### src/rtl/ethernet_rx_frame_aligner.sv
// GMII receive front end: strips preamble/SFD and forwards each frame as a
// contiguous 9-bit beat stream with bit 8 marking the first and last byte.
module ethernet_rx_frame_aligner #(
  parameter int unsigned MIN_PREAMBLE_BYTES = 1,
  parameter int unsigned MAX_FRAME_BYTES    = 1522,
  parameter int unsigned COUNTER_WIDTH      = 16
) (
  input  logic                     clock,
  input  logic                     reset,
  input  logic [7:0]               gmii_rx_data,
  input  logic                     gmii_rx_valid,
  input  logic                     gmii_rx_error,
  input  logic                     data_ready,
  output logic [8:0]               data,
  output logic                     data_enable,
  output logic [COUNTER_WIDTH-1:0] frame_count,
  output logic [COUNTER_WIDTH-1:0] error_count,
  output logic [COUNTER_WIDTH-1:0] dropped_count
);

  localparam int unsigned BYTE_CNT_W = $clog2(MAX_FRAME_BYTES + 1);
  localparam logic [2:0]  MIN_PRE    = 3'(MIN_PREAMBLE_BYTES);
  localparam logic [BYTE_CNT_W-1:0] MAX_BYTES = BYTE_CNT_W'(MAX_FRAME_BYTES);
  localparam logic [COUNTER_WIDTH-1:0] CNT_MAX = '1;
  localparam logic [7:0]  PREAMBLE   = 8'h55;
  localparam logic [7:0]  SFD        = 8'hD5;

  typedef enum logic [1:0] {
    S_IDLE,
    S_PREAMBLE,
    S_PAYLOAD,
    S_DROP
  } state_t;

  state_t                  state;
  logic [2:0]              preamble_cnt;
  logic [BYTE_CNT_W-1:0]   byte_cnt;
  logic [7:0]              hold_byte;
  logic                    hold_valid;
  logic                    first_flag;

  function automatic logic [COUNTER_WIDTH-1:0] sat_inc(input logic [COUNTER_WIDTH-1:0] v);
    return (v == CNT_MAX) ? v : v + COUNTER_WIDTH'(1);
  endfunction

  // Frame state machine; the hold register delays payload by one byte so the
  // last byte can be flagged once the end (or abort) of the frame is seen.
  always_ff @(posedge clock) begin
    if (reset) begin
      state         <= S_IDLE;
      preamble_cnt  <= '0;
      byte_cnt      <= '0;
      hold_byte     <= '0;
      hold_valid    <= 1'b0;
      first_flag    <= 1'b0;
      data          <= '0;
      data_enable   <= 1'b0;
      frame_count   <= '0;
      error_count   <= '0;
      dropped_count <= '0;
    end else begin
      data        <= '0;
      data_enable <= 1'b0;
      case (state)
        S_IDLE: begin
          if (gmii_rx_valid) begin
            if (gmii_rx_data == PREAMBLE) begin
              state        <= S_PREAMBLE;
              preamble_cnt <= 3'd1;
            end else begin
              state <= S_DROP;
            end
          end
        end
        S_PREAMBLE: begin
          if (!gmii_rx_valid) begin
            state <= S_IDLE;
          end else if (gmii_rx_error) begin
            state       <= S_DROP;
            error_count <= sat_inc(error_count);
          end else if (gmii_rx_data == PREAMBLE) begin
            if (preamble_cnt != 3'd7) preamble_cnt <= preamble_cnt + 3'd1;
          end else if ((gmii_rx_data == SFD) && (preamble_cnt >= MIN_PRE)) begin
            if (data_ready) begin
              state      <= S_PAYLOAD;
              first_flag <= 1'b1;
              hold_valid <= 1'b0;
              byte_cnt   <= '0;
            end else begin
              state         <= S_DROP;
              dropped_count <= sat_inc(dropped_count);
            end
          end else begin
            state       <= S_DROP;
            error_count <= sat_inc(error_count);
          end
        end
        S_PAYLOAD: begin
          if (!gmii_rx_valid) begin
            state      <= S_IDLE;
            hold_valid <= 1'b0;
            if (hold_valid) begin
              data        <= {1'b1, hold_byte};
              data_enable <= 1'b1;
              frame_count <= sat_inc(frame_count);
            end else begin
              error_count <= sat_inc(error_count);
            end
          end else if (gmii_rx_error || (byte_cnt == MAX_BYTES)) begin
            // Abort: close the frame on the held byte, drop the offending one.
            state       <= S_DROP;
            hold_valid  <= 1'b0;
            error_count <= sat_inc(error_count);
            if (hold_valid) begin
              data        <= {1'b1, hold_byte};
              data_enable <= 1'b1;
            end
          end else begin
            if (hold_valid) begin
              data        <= {first_flag, hold_byte};
              data_enable <= 1'b1;
              first_flag  <= 1'b0;
            end
            hold_byte  <= gmii_rx_data;
            hold_valid <= 1'b1;
            byte_cnt   <= byte_cnt + BYTE_CNT_W'(1);
          end
        end
        S_DROP: begin
          if (!gmii_rx_valid) state <= S_IDLE;
        end
        default: state <= S_IDLE;
      endcase
    end
  end

endmodule

### config.mk
export PLATFORM = sky130hd
export DESIGN_NAME = ethernet_rx_frame_aligner
export DESIGN_NICKNAME = d
export VERILOG_FILES = /design/src/rtl/ethernet_rx_frame_aligner.sv
export SDC_FILE = /design/constraint.sdc
export NUM_CORES = 1
export LEC_CHECK = 0
export BUFFER_PORTS_ARGS = -buffer_cell sky130_fd_sc_hd__buf_4
export CORE_ASPECT_RATIO = 1.2
export CORE_MARGIN = 2
export CORE_UTILIZATION = 48
export CTS_BUF_LIST = sky130_fd_sc_hd__clkbuf_8
export CTS_CLUSTER_DIAMETER = 50
export DETAILED_ROUTE_END_ITERATION = 7
export PLACE_DENSITY = 0.7
export SETUP_SLACK_MARGIN = 0.1
export SYNTH_ARGS = -nofsm -noshare
export SYNTH_HDL_FRONTEND = slang
export SYNTH_SLANG_ARGS = --single-unit
### constraint.sdc
create_clock -name clock -period 3.5 [get_ports clock]
set_input_delay 0.35 -clock clock [delete_from_list [all_inputs] [get_ports clock]]
set_output_delay 0.35 -clock clock [all_outputs]
set_load 0.005 [all_outputs]
==> results.ini <==
[timing]
fin_crit_sh=0.7636
finClkSkew_ps=7.463
layout_min_cycle_time_ps=2673
fmax_ghz=0.3741
drv_slew=0
tightest_slew_ps=1098
rsz0062_at_grt=no
setup_viol=0
hold_viol=0
layout_setup_ws_ps=827.3
timing.setup.tns_ps=0
relSlewSlack=0.2671

[setup_path]
slowest_delay_ps=670
crit_type=reg2reg
crit_chain=inv_1, ha_1, nand2b_1, nor3_1, o2111ai_1, or4_1, a21oi_1
worstPathRequired_ps=3780
crit_slowest_cell=or4_1
worst_setup_path_end_kind=register
reg2reg_slack_ps=830
crit_buf_inv=1
crit_start=state[1]$_SDFFE_PP0P_
cp.depth=7
arrival_ps=2960
rr_worst_depth=7
timing.rr.start=state[1]$_SDFFE_PP0P_
critPathMaxFanout=17
critPathTopFamily=simple AND/OR/NAND/NOR gates
r2r_end=dropped_count[15]$_SDFFE_PP0P_
startpoint_type=register

[route]
first_pass_iters=5
vias=3944
drt-initial-drc-count=204
drc=0
ant_nets=0
avgRoutedWirePerCell_um=14.06
wl_um=9702
vias_per_cell=5.716

[cts]
cts-root-buf=clkbuf_8
clock_latency_ps=360
cts_made_buffers=9
post_cts_buffers=0
cts_buffer_depth=2
cts_tree=yes
cts_hold_buffers=0
cts_sinks=84
htree_levels=3
cts_resized=0
clk_pin_slew_worst_paths_ps=80

[grt]
antenna_found_initial=0
grt_max_degree=76
grt_use_total=0.1974
grt_overflow=0
grt_pass1_wl_um=15930
grt_pass1_vias=3376

[placed_design]
dp_hpwl_um=6682
gp_congestion=0.8244
dpl_worst_slack_ps=911.1
io_buffers=70

[floorplanning]
rows=38
die_x_um=90.75
core_area_um2=8891
start_util=0.4875
dieArea_um2=9809
ioPinCount=71
die_y_um=108.1

[power]
ir_worst_vdd_mv=0.2021
p_leak_nw=1.879
p_per_area_nw_per_um2=396.2
total_power_mw=2.022

[yosys]
synthFlopType=dfxtp_1
yosysWarnings=0
synth-edff-count=0
syn_avg_cell_area_um2=8.549
synth-seq-area-share=0.3880
async_reset_ff_frac=0
netlist_area_um2=4334
ys_ff_latch=84
synthesis.nets=532
synth_cells=507
yosysUniqueCellTypes=56

[cells_and_area]
area_growth_pct=17.75
n_antenna_cell=0
n_fill_cell=839
fin_nets=591
final_common_cell=dfxtp_1
final_cell_mix=84 x dfxtp_1, 71 x buf_4, 50 x nor2_1
final_util=0.5740
layout-drive-gt1-share=0.1965

[hold_path]
hold_path_class=in2reg
worstHoldStart=gmii_rx_data[2]
holdPathStages=3
min_to=hold_byte[2]$_SDFFE_PP0P_

[run]
cap_violations=0

[run_status]
status=complete, no violations

-- power breakdown --
part / switching (mW) / internal (mW) / total, mW
clock: 0.340 / 0.341 / 0.681
combinational: 0.208 / 0.125 / 0.333
sequential: 0.0245 / 0.984 / 1.01
total: 0.572 / 1.45 / 2.02
-- worst min-delay path: cells and delay by family --
family	cells	cell delay [ps]
buffers and inverters	1	120
AO/OA/AOI/OAI	1	50
AND/OR/NAND/NOR	1	50
-- cell families (layout without fill, tap and decap cells) --
kind of cell | Yosys count | count (layout) | share of synthesized area
compound gates | 103 | 103 | 0.1579
simple gates | 229 | 229 | 0.2968
buf+inv | 42 | 105 | 0.04041
mux | 15 | 15 | 0.03782
flops | 84 | 84 | 0.3880
xor+xnor | 22 | 22 | 0.04446
fa+ha+maj | 12 | 12 | 0.03464
-- through the flow --
step	cells	cell area, um2	hold WS, ps
floorplan	507	4334	429.6
global placement	675	4913	436.2
detailed placement	675	4913	442.9
CTS	690	5104	235.2
global route	690	5104	230.8
finish	690	5104	253.0
-- metal layers --
metal / up-vias / part of all wire / global-route usage
met3: 15 / 0.041 / 0.03484
li1: 1971 / - / -
met1: 1858 / 0.46 / 0.2555
met5: - / 0 / 0
met2: 100 / 0.48 / 0.3268
met4: 0 / 0.018 / 0.08132
-- cell usage after synthesis, types with 3 or more instances --
master	instances	area, um2
a21oi_1	37	185.2
a22oi_1	3	22.52
and2_1	10	62.56
and3_1	10	62.56
and4_1	5	43.79
buf_2	7	35.03
clkbuf_1	12	45.04
dfxtp_1	84	1682
ha_1	12	150.1
inv_1	19	71.32
mux2_2	11	123.9
mux2i_1	4	40.04
nand2_1	34	127.6
nand2b_1	4	25.02
nand3_1	22	110.1
nand4_1	13	81.33
nor2_1	50	187.7
nor2b_1	14	87.58
nor3_1	13	65.06
nor3b_1	3	22.52
nor4_1	8	50.05
nor4b_1	3	26.28
o2111ai_1	8	70.07
o211ai_1	7	52.55
o21ai_0	15	75.07
o21ai_1	3	15.01
o31ai_1	13	97.59
or3_1	14	87.58
or4_1	13	97.59
xnor2_1	15	131.4
xor2_1	7	61.31
-- flip-flops by register name, summed over array words and instances, names as in the netlist --
register       count
data_enable        1
frame_count       16
data               9
preamble_cnt       3
hold_byte          8
state              2
error_count       16
first_flag         1
byte_cnt          11
hold_valid         1
dropped_count     16
-- worst max path at each step --
stage | endpoint
after floorplan | error_count[3]$_SDFFE_PP0P_
after global placement | dropped_count[15]$_SDFFE_PP0P_
after detailed placement | dropped_count[15]$_SDFFE_PP0P_
after CTS | dropped_count[15]$_SDFFE_PP0P_
after global routing | dropped_count[15]$_SDFFE_PP0P_
final | dropped_count[15]$_SDFFE_PP0P_
-- cell type report --
type / count / area, um2 / area share
Tap cell: 120 / 150.1 / 0.02942
Clock buffer: 10 / 137.6 / 0.02697
Inverter: 19 / 71.32 / 0.01397
Multi-Input combinational cell: 381 / 2477 / 0.4854
Timing Repair Buffer: 71 / 533.0 / 0.1044
Clock inverter: 5 / 52.55 / 0.01030
Sequential cell: 84 / 1682 / 0.3295
Power figures use the tool's default switching activity.
